==> config.mk <==
export PLATFORM = sky130hd
export DESIGN_NAME = pe_mp_acc
export DESIGN_NICKNAME = d
export VERILOG_FILES = /design/src/rtl/pe_mp_acc.sv
export SDC_FILE = /design/constraint.sdc
export NUM_CORES = 1
export LEC_CHECK = 0
export CAP_MARGIN = 20
export CORE_ASPECT_RATIO = 1.2
export CORE_MARGIN = 5
export CORE_UTILIZATION = 40
export DETAILED_ROUTE_END_ITERATION = 7
export PLACE_DENSITY = 0.65
export SYNTH_ARGS = -nofsm -noshare
export SYNTH_HDL_FRONTEND = slang
export SYNTH_SLANG_ARGS = --single-unit
==> constraint.sdc <==
create_clock -name i_clk -period 11.55 [get_ports i_clk]
set_input_delay 2.31 -clock i_clk [delete_from_list [all_inputs] [get_ports i_clk]]
set_output_delay 2.31 -clock i_clk [all_outputs]
set_load 0.01 [all_outputs]
==> src/rtl/pe_mp_acc.sv <==
// Mixed-precision MAC processing element: sub-word signed multiply,
// saturating accumulate, activation and psum chain drain.
module pe_mp_acc #(
  parameter int DATA_WIDTH = 8,
  parameter int ACC_WIDTH  = 24,
  parameter int CLIP_WIDTH = 8
) (
  input  logic                  i_clk,
  input  logic                  i_rst,
  input  logic                  i_clear,
  input  logic [1:0]            i_mode,
  input  logic [1:0]            i_act_mode,
  input  logic [CLIP_WIDTH-1:0] i_clip,
  input  logic [DATA_WIDTH-1:0] i_ifmap,
  input  logic [DATA_WIDTH-1:0] i_weight,
  input  logic                  i_valid,
  input  logic                  i_last,
  output logic                  o_ready,
  output logic [DATA_WIDTH-1:0] o_ifmap,
  output logic [DATA_WIDTH-1:0] o_weight,
  output logic                  o_fwd_valid,
  input  logic [ACC_WIDTH-1:0]  i_psum,
  input  logic                  i_psum_valid,
  output logic [ACC_WIDTH-1:0]  o_ofmap,
  output logic                  o_ofmap_valid,
  input  logic                  i_ofmap_ready,
  output logic                  o_sat
);

  localparam int PW = 2 * DATA_WIDTH;
  localparam int HW = DATA_WIDTH / 2;
  localparam int QW = DATA_WIDTH / 4;
  localparam int AX = ACC_WIDTH + 1;

  typedef enum logic [1:0] {
    S_IDLE,
    S_ACCUM,
    S_FLUSH,
    S_HOLD
  } state_t;

  state_t state, state_nx;

  logic                        accept;
  logic                        hs;
  logic                        p_vld;
  logic                        ovf;
  logic signed [PW-1:0]        prod_full;
  logic signed [PW-1:0]        prod_half;
  logic signed [PW-1:0]        prod_quad;
  logic signed [PW-1:0]        prod_sel;
  logic signed [ACC_WIDTH-1:0] p_next;
  logic signed [ACC_WIDTH-1:0] p_reg;
  logic signed [ACC_WIDTH-1:0] acc;
  logic signed [ACC_WIDTH-1:0] acc_sat;
  logic signed [ACC_WIDTH-1:0] max_v;
  logic signed [ACC_WIDTH-1:0] min_v;
  logic signed [ACC_WIDTH-1:0] relu;
  logic signed [ACC_WIDTH-1:0] clip_v;
  logic signed [AX-1:0]        acc_sum;

  assign o_ready       = (state == S_IDLE) || (state == S_ACCUM);
  assign o_ofmap_valid = (state == S_HOLD);
  assign accept        = i_valid & o_ready;
  assign hs            = (state == S_HOLD) & i_ofmap_ready;

  always_comb begin
    prod_full = PW'($signed(i_ifmap)) * PW'($signed(i_weight));
    prod_half = '0;
    prod_quad = '0;
    for (int k = 0; k < 2; k++) begin
      prod_half = prod_half
        + PW'($signed(i_ifmap[k*HW +: HW]))
        * PW'($signed(i_weight[k*HW +: HW]));
    end
    for (int k = 0; k < 4; k++) begin
      prod_quad = prod_quad
        + PW'($signed(i_ifmap[k*QW +: QW]))
        * PW'($signed(i_weight[k*QW +: QW]));
    end
    case (i_mode)
      2'b01:   prod_sel = prod_half;
      2'b10:   prod_sel = prod_quad;
      default: prod_sel = prod_full;
    endcase
    p_next = ACC_WIDTH'(prod_sel);
  end

  // Wide add, then clamp on sign disagreement of the top two bits
  assign acc_sum = AX'(acc) + AX'(p_reg);
  assign ovf     = acc_sum[ACC_WIDTH] ^ acc_sum[ACC_WIDTH-1];
  assign max_v   = {1'b0, {(ACC_WIDTH-1){1'b1}}};
  assign min_v   = {1'b1, {(ACC_WIDTH-1){1'b0}}};
  assign acc_sat = !ovf ? acc_sum[ACC_WIDTH-1:0]
                 : (acc_sum[ACC_WIDTH] ? min_v : max_v);

  always_comb begin
    state_nx = state;
    case (state)
      S_IDLE, S_ACCUM: begin
        if (accept) state_nx = i_last ? S_FLUSH : S_ACCUM;
      end
      S_FLUSH: state_nx = S_HOLD;
      S_HOLD: begin
        if (hs && !i_psum_valid) state_nx = S_IDLE;
      end
      default: state_nx = S_IDLE;
    endcase
  end

  always_ff @(posedge i_clk) begin
    if (i_rst) begin
      state <= S_IDLE;
      acc   <= '0;
      p_reg <= '0;
      p_vld <= 1'b0;
      o_sat <= 1'b0;
    end else if (i_clear) begin
      state <= S_IDLE;
      acc   <= '0;
      p_vld <= 1'b0;
      o_sat <= 1'b0;
    end else begin
      state <= state_nx;
      p_vld <= accept;
      if (accept) p_reg <= p_next;
      if (hs) begin
        acc   <= i_psum_valid ? i_psum : '0;
        o_sat <= 1'b0;
      end else if (p_vld) begin
        acc <= acc_sat;
        if (ovf) o_sat <= 1'b1;
      end else if (accept && state == S_IDLE) begin
        o_sat <= 1'b0;
      end
    end
  end

  always_ff @(posedge i_clk) begin
    if (i_rst) begin
      o_ifmap     <= '0;
      o_weight    <= '0;
      o_fwd_valid <= 1'b0;
    end else begin
      o_fwd_valid <= accept;
      if (accept) begin
        o_ifmap  <= i_ifmap;
        o_weight <= i_weight;
      end
    end
  end

  assign relu   = acc[ACC_WIDTH-1] ? '0 : acc;
  assign clip_v = ACC_WIDTH'(i_clip);

  always_comb begin
    o_ofmap = acc;
    unique case (1'b1)
      i_act_mode == 2'b00: o_ofmap = acc;
      i_act_mode == 2'b01: o_ofmap = relu;
      i_act_mode[1]:       o_ofmap = (relu > clip_v) ? clip_v : relu;
    endcase
  end

endmodule

==> impl_metrics.sql, run 1 <==
INSERT INTO impl_metrics (metric_group, metric, value, unit) VALUES
('die', 'die_w', '149', 'microns'),
('clocking', 'post_cts_buffers', '0', ''),
('die', 'floorplan.io_pins', '103', ''),
('synthesis', 'synthesis.area_per_instance', '8.09', 'sq um'),
('synthesis', 'muxShareOfSynthArea', '0.00567', ''),
('final_layout', 'share_of_layout_cells_above_drive_strength_1', '0.0386', ''),
('setup_path', 'worstSetupEndpoint', 'o_ofmap[4]', ''),
('synthesis', 'fraction_of_the_mapped_netlist_area_in_simple_logic_gates', '0.173', ''),
('detailed_routing', 'drt-wirelength-per-cell', '16.7', 'microns'),
('setup_path', 'crit_path_max_incr_delay', '0.54', 'ns'),
('clocking', 'cts_tree', 'done', ''),
('clocking', 'holdBufCountCts', '0', ''),
('power_and_ir_drop', 'power_frac_seq', '0.146', ''),
('global_routing', 'gr-usage-all-layers', '0.197', ''),
('power_and_ir_drop', 'pwr_density_cell', '157', 'mW/mm^2'),
('hold_path', 'hp-class', 'register to register', ''),
('detailed_routing', 'drc', '0', ''),
('final_layout', 'nFillCells', '2292', ''),
('timing', 'min_period', '7.77', 'ns'),
('final_layout', 'antenna_cells_inserted', '0', ''),
('synthesis', 'ys.warnings.count', '0', ''),
('power_and_ir_drop', 'power.leakage', '5.00', 'nW'),
('power_and_ir_drop', 'power_frac_clock', '0.166', ''),
('global_routing', 'grt_pass1_vias', '8173', ''),
('clocking', 'clock_network_latency_to_the_later_pin_of_the_worst_skew_pair', '0.33', 'ns'),
('final_layout', 'areaGrowthSynthToFinish', '16.9', '%'),
('clocking', 'cells_resized_by_post_cts_repair', '0', ''),
('timing', 'finalClockSkew', '0.00882', 'ns'),
('synthesis', 'syn-cell-area', '0.00927', 'sq mm'),
('setup_path', 'critical_r2r_capture', 'acc[17]', ''),
('final_layout', 'final_core_util', '0.472', ''),
('synthesis', 'ys.flop_type', 'dfxtp_1', ''),
('setup_path', 'worst-r2r-cell-count', '11', ''),
('final_layout', 'post_layout_instance_area', '0.0108', 'sq mm'),
('detailed_routing', 'detailroute.via_count', '8147', ''),
('global_routing', 'largest_net_degree_at_the_start_of_global_routing', '35', ''),
('setup_path', 'timing.critical_path.mode_cell', 'o21a_1', ''),
('synthesis', 'post-synth-top-area-cell', 'fa_1', ''),
('detailed_routing', 'drt_pass1_iterations', '5', ''),
('global_routing', 'grt_first_pass_wirelength', '42000', 'microns'),
('place', 'detailedPlacementHpwl', '20900', 'microns'),
('detailed_routing', 'wl', '25600', 'microns'),
('synthesis', 'syn-instance-count', '1146', ''),
('global_routing', 'grtUsageMet3', '0.0241', ''),
('clocking', 'cts.sink_count', '61', ''),
('timing', 'maxSlewHeadroom', '0.299', ''),
('synthesis', 'post_synthesis_share_of_cell_area_spent_on_full_adders_half_adders_and_majority_gates', '0.350', ''),
('timing', 'finalCritPeriodShare', '0.673', ''),
('power_and_ir_drop', 'switching_share', '0.462', ''),
('power_and_ir_drop', 'switching_power', '0.784', 'mW'),
('detailed_routing', 'ant_nets', '0', ''),
('die', 'fp.dieH', '177', 'microns'),
('synthesis', 'synthDistinctLibCells', '63', ''),
('die', 'core-area', '0.0230', 'sq mm'),
('detailed_routing', 'post_drt_via_cell_ratio', '5.32', ''),
('run_status', 'run_status', 'completed', ''),
('setup_path', 'worstPathMaxFanout', '10', ''),
('setup_path', 'setup.worst_path.start', 'i_clip[1]', ''),
('final_layout', 'layout.nets', '1469', ''),
('synthesis', 'synth.cells.most_frequent', 'inv_1, nand2_1, fa_1', ''),
('place', 'finalWeightedCongestion', '0.883', ''),
('timing', 'final-setup-viol-count', '0', ''),
('setup_path', 'worst_setup_path_start_kind', 'input pin', ''),
('global_routing', 'antenna_found_initial', '0', ''),
('synthesis', 'synth_fp_nets', '1403', ''),
('timing', 'timing.fmax', '129', 'MHz'),
('power_and_ir_drop', 'pwr-share-comb', '0.689', ''),
('timing', 'rsz0062_at_grt', 'false', ''),
('clocking', 'cts_max_level', '3', ''),
('die', 'placementRows', '61', ''),
('run', 'drv.max_cap_violation_count', '0', '');
-- worst max-delay path, delay by kind of cell --
kind | cells | cell delay [ns]
buffers and inverters | 4 | 1.36
AOI/OAI and AO/OA | 5 | 1.17
adders and majority gates | 1 | 0.29
and+or+nand+nor | 3 | 0.33
-- per-layer routing --
| layer | routed length, microns | share of wire |
|---|---|---|
| met1 | 10600 | 0.41 |
| met2 | 12900 | 0.50 |
| met3 | 1220 | 0.048 |
| met4 | 846 | 0.033 |
| met5 | 0 | 0 |
-- power by group through the flow --
stage | Clock, mW | Combinational, mW | Sequential, mW
global placement | 0 | 1.15 | 0.250
finish | 0.281 | 1.17 | 0.247
floorplan | 0 | 0.858 | 0.244
CTS | 0.286 | 1.17 | 0.247
detailed placement | 0 | 1.16 | 0.251
global route | 0.297 | 1.33 | 0.249
-- worst min-delay path by stage --
stage / startpoint / to / slack (ns) / cells after the start
after floorplan: p_reg[6] / p_reg[6] / 0.44 / 2
after global placement: o_weight[1] / o_weight[1] / 0.44 / 2
after detailed placement: o_weight[7] / o_weight[7] / 0.45 / 2
after CTS: o_weight[7] / o_weight[7] / 0.45 / 2
after global routing: o_weight[1] / o_weight[1] / 0.48 / 2
final: o_weight[7] / o_weight[7] / 0.45 / 2
-- placed cells by master, fill, tap and decap left out, types with 3 or more instances in the layout --
master,Yosys,final
fa_1,102,102
mux2i_1,3,3
o21bai_1,4,4
o21a_1,13,13
clkbuf_16,0,9
or2_2,3,3
a31oi_1,15,15
and3_1,5,5
o21ai_0,58,57
nand3_1,18,18
clkdlybuf4s50_1,0,102
and2_1,38,38
ha_1,96,96
xor2_1,16,16
nand4_1,12,12
a22oi_1,17,17
nor2_1,28,28
o211ai_1,14,14
dfxtp_1,61,61
nor3_1,11,11
o311ai_0,3,3
a21oi_1,86,86
a211o_1,10,10
nand2b_1,15,15
nor4_1,3,3
clkbuf_8,0,3
buf_4,0,7
nor2b_1,17,17
nand4b_1,8,8
nand2_1,119,119
or3_1,6,6
nor3b_1,18,18
a21o_1,13,13
o221a_2,8,8
inv_1,197,197
xnor2_1,35,35
a211oi_1,6,6
-- stage by stage --
step | hold slack [ns] | worst slack (ns) | power, mW | cells
final | 0.451 | 3.78 | 1.70 | 1532
after floorplan | 0.436 | 4.69 | 1.10 | 1146
after detailed placement | 0.447 | 3.53 | 1.41 | 1513
after CTS | 0.454 | 3.53 | 1.70 | 1529
after global placement | 0.442 | 3.64 | 1.40 | 1513
after global routing | 0.480 | 3.61 | 1.87 | 1532
-- kinds of logic after synthesis --
family,count (synthesis)
simple gates,310
fa+ha+maj,198
flops,61
xor+xnor,51
mux,5
compound gates,269
buf+inv,252
-- layout make-up --
class | instances | area [sq um] | area share
multi-input cells | 833 | 7080 | 0.653
repair buffers | 110 | 1090 | 0.100
clock inverters | 3 | 42.5 | 0.00393
well taps | 315 | 394 | 0.0364
flip-flops and latches | 61 | 1220 | 0.113
inverters | 197 | 739 | 0.0682
clock buffers | 13 | 270 | 0.0249
Note: power is estimated with default switching activity, not from simulation.
==> run 2, diff against run 1 <==
==> constraint.sdc (replaced) <==
create_clock -name i_clk -period 7.5 [get_ports i_clk]
set_input_delay 1.5 -clock i_clk [delete_from_list [all_inputs] [get_ports i_clk]]
set_output_delay 1.5 -clock i_clk [all_outputs]
set_load 0.01 [all_outputs]
==> run 2 against run 1 <==
  * Final area is 0.15% higher
  * Critical path type is now input pin to register
  * Die area stayed put
  * Largest cell class unchanged
  * Via count is 0.45% higher
==> impl_metrics.sql, run 2 (synthesis gave the netlist of run 1 again) <==
INSERT INTO impl_metrics (metric_group, metric, value, unit) VALUES
('clocking', 'cts.path.max_buffers', '2', ''),
('timing', 'rsz0062_at_grt', 'false', ''),
('timing', 'maxSlewViolCount', '0', ''),
('clocking', 'post_cts_buffers', '0', ''),
('timing', 'final-setup-viol-count', '0', ''),
('setup_path', 'worst_setup_path_start_kind', 'input pin', ''),
('power_and_ir_drop', 'vdd.ir_drop.worst', '0.151', 'mV'),
('place', 'finalWeightedCongestion', '0.920', ''),
('die', 'placementRows', '61', ''),
('timing', 'finalSetupTns', '0', 'ns'),
('setup_path', 'timing.critical_path.depth', '18', ''),
('setup_path', 'worstSetupPathType', 'input pin to register', ''),
('clocking', 'cts_max_level', '3', ''),
('detailed_routing', 'wl', '26600', 'microns'),
('timing', 'finalClockSkew', '0.00964', 'ns'),
('timing', 'finalCritPeriodShare', '0.869', ''),
('clocking', 'cells_resized_by_post_cts_repair', '0', ''),
('die', 'core-area', '0.0230', 'sq mm'),
('detailed_routing', 'drc', '0', ''),
('timing', 'maxSlewHeadroom', '0.253', ''),
('setup_path', 'timing.critical_path.mode_cell', 'fa_1', ''),
('setup_path', 'worstPathMaxFanout', '8', ''),
('final_layout', 'final_cell_mix', 'inv_1, nand2_1, fa_1, clkdlybuf4s50_1, ha_1', ''),
('global_routing', 'antenna_found_initial', '0', ''),
('final_layout', 'share_of_layout_cells_above_drive_strength_1', '0.0448', ''),
('run', 'drv.max_cap_violation_count', '0', ''),
('setup_path', 'cp.arrival', '6.71', 'ns'),
('global_routing', 'grt_pass1_vias', '8222', ''),
('global_routing', 'grt_remaining_overflow', '0', ''),
('setup_path', 'cp_data_required_time', '7.70', 'ns'),
('detailed_routing', 'detailroute.via_count', '8184', ''),
('global_routing', 'gr-usage-all-layers', '0.204', ''),
('final_layout', 'nFillCells', '2237', ''),
('clocking', 'cts.sink_count', '61', ''),
('detailed_routing', 'ant_nets', '0', ''),
('final_layout', 'areaGrowthSynthToFinish', '17.1', '%'),
('clocking', 'cts.root.buffer_cell', 'clkbuf_16', ''),
('setup_path', 'cp_cell_sequence', 'clkdlybuf4s50_1 > nand2_1 > fa_1 > inv_1 > fa_1 > fa_1 > inv_1 > fa_1 > inv_1 > ha_1 > a21o_1 > a21o_1 > a21o_1 > a21oi_1 > mux2_2 > o21ai_0 > a31oi_1 > o32ai_1', ''),
('die', 'initial_cell_density_of_the_core', '0.404', ''),
('place', 'placedCellCount', '1525', ''),
('setup_path', 'worst-r2r-cell-count', '12', ''),
('power_and_ir_drop', 'pwr_density_cell', '233', 'mW/mm^2'),
('setup_path', 'critical_path.slowest_cell', 'fa_1', ''),
('clocking', 'clock_network_latency_to_the_later_pin_of_the_worst_skew_pair', '0.34', 'ns'),
('timing', 'worst_slew_pin_slew', '1.12', 'ns'),
('place', 'placed_area', '0.0106', 'sq mm'),
('timing', 'timing_hold_violations_final', '0', ''),
('power_and_ir_drop', 'power.leakage', '5.01', 'nW'),
('clocking', 'tritoncts.num_buffers', '9', ''),
('hold_path', 'hp-class', 'register to register', ''),
('final_layout', 'post_layout_instance_area', '0.0109', 'sq mm'),
('clocking', 'clk_pin_slew_worst_paths', '0.05', 'ns'),
('timing', 'min_period', '6.52', 'ns'),
('detailed_routing', 'drt_iter0_drc', '439', ''),
('clocking', 'cts_tree', 'done', ''),
('setup_path', 'crit_path_max_incr_delay', '0.62', 'ns'),
('timing', 'holdWs', '0.452', 'ns'),
('die', 'fp.dieH', '177', 'microns'),
('place', 'buffer_ports.inserted', '102', ''),
('detailed_routing', 'drt-wirelength-per-cell', '17.3', 'microns'),
('detailed_routing', 'drt_pass1_iterations', '5', ''),
('final_layout', 'layout.nets', '1479', ''),
('final_layout', 'largest_reg_flops', '24', ''),
('clocking', 'holdBufCountCts', '0', ''),
('final_layout', 'leading_cell_type_in_the_layout_fill_and_taps_excluded', 'inv_1', ''),
('place', 'detailedPlacementHpwl', '21800', 'microns'),
('setup_path', 'cp_top_family', 'adder cells', ''),
('final_layout', 'antenna_cells_inserted', '0', ''),
('hold_path', 'holdPathStages', '2', ''),
('setup_path', 'cp-end-kind', 'register', ''),
('global_routing', 'largest_net_degree_at_the_start_of_global_routing', '35', ''),
('detailed_routing', 'post_drt_via_cell_ratio', '5.31', ''),
('die', 'floorplan.io_pins', '103', ''),
('die', 'floorplan.die_area', '0.0263', 'sq mm'),
('run_status', 'run_status', 'completed', ''),
('die', 'die_w', '149', 'microns'),
('global_routing', 'grt_first_pass_wirelength', '42700', 'microns'),
('final_layout', 'final_core_util', '0.472', ''),
('timing', 'timing.fmax', '153', 'MHz'),
('final_layout', 'final_cell_count_no_fill', '1542', ''),
('setup_path', 'timing.critical_path.buf_inv', '4', '');
## run 2: changes by cell type in the layout (fill, tap and decap cells not counted), sizes merged
cell / change
clkinv: +1
clkbuf: -1
bufinv: -1
buf: +10
clkinvlp: +1
## run 2: where the power goes
part / internal, mW / total [mW] / leakage (nW) / switching [mW]
sequential: 0.350 / 0.381 / 0.499 / 0.0306
clock: 0.222 / 0.373 / 0.123 / 0.150
combinational: 0.772 / 1.77 / 4.39 / 1.00
## run 2: final cells by class
| type | instances | area (sq um) | share of cell area |
|---|---|---|---|
| Clock inverter | 4 | 25.0 | 0.00231 |
| Timing Repair Buffer | 120 | 1160 | 0.107 |
| Tap cell | 315 | 394 | 0.0363 |
| Multi-Input combinational cell | 833 | 7080 | 0.652 |
| Clock buffer | 12 | 236 | 0.0218 |
| Inverter | 197 | 739 | 0.0681 |
| Sequential cell | 61 | 1220 | 0.113 |
## run 2: worst reg2reg max path: cells and delay by family, from the launching register on
family / cells / cell delay (ns)
adders and majority gates: 2 / 0.63
DFF: 1 / 0.43
and+or+nand+nor: 1 / 0.19
AOI/OAI and AO/OA: 7 / 2.08
buffers and inverters: 2 / 0.40
## run 2: per-stage QoR
step	power, mW	setup slack (ns)
5_1_grt	2.79	0.642
6_report	2.53	0.982
3_5_place_dp	2.16	0.629
4_1_cts	2.54	0.969
3_3_place_gp	2.13	0.697
2_1_floorplan	1.70	1.45
## run 2: worst paths after layout
check             start         end  slack (ns)
max          i_ifmap[7]   p_reg[14]        0.98
max reg2reg      acc[0]      acc[0]        3.71
min reg2reg  o_ifmap[2]  o_ifmap[2]        0.45
min          o_ifmap[2]  o_ifmap[2]        0.45
## run 2: per-layer routing
layer	up-vias	part of all wire	global-route usage
li1	3972	-	-
met1	3934	0.40	0.242
met2	226	0.52	0.371
met3	52	0.049	0.0279
met4	0	0.034	0.0801
met5	-	0	0
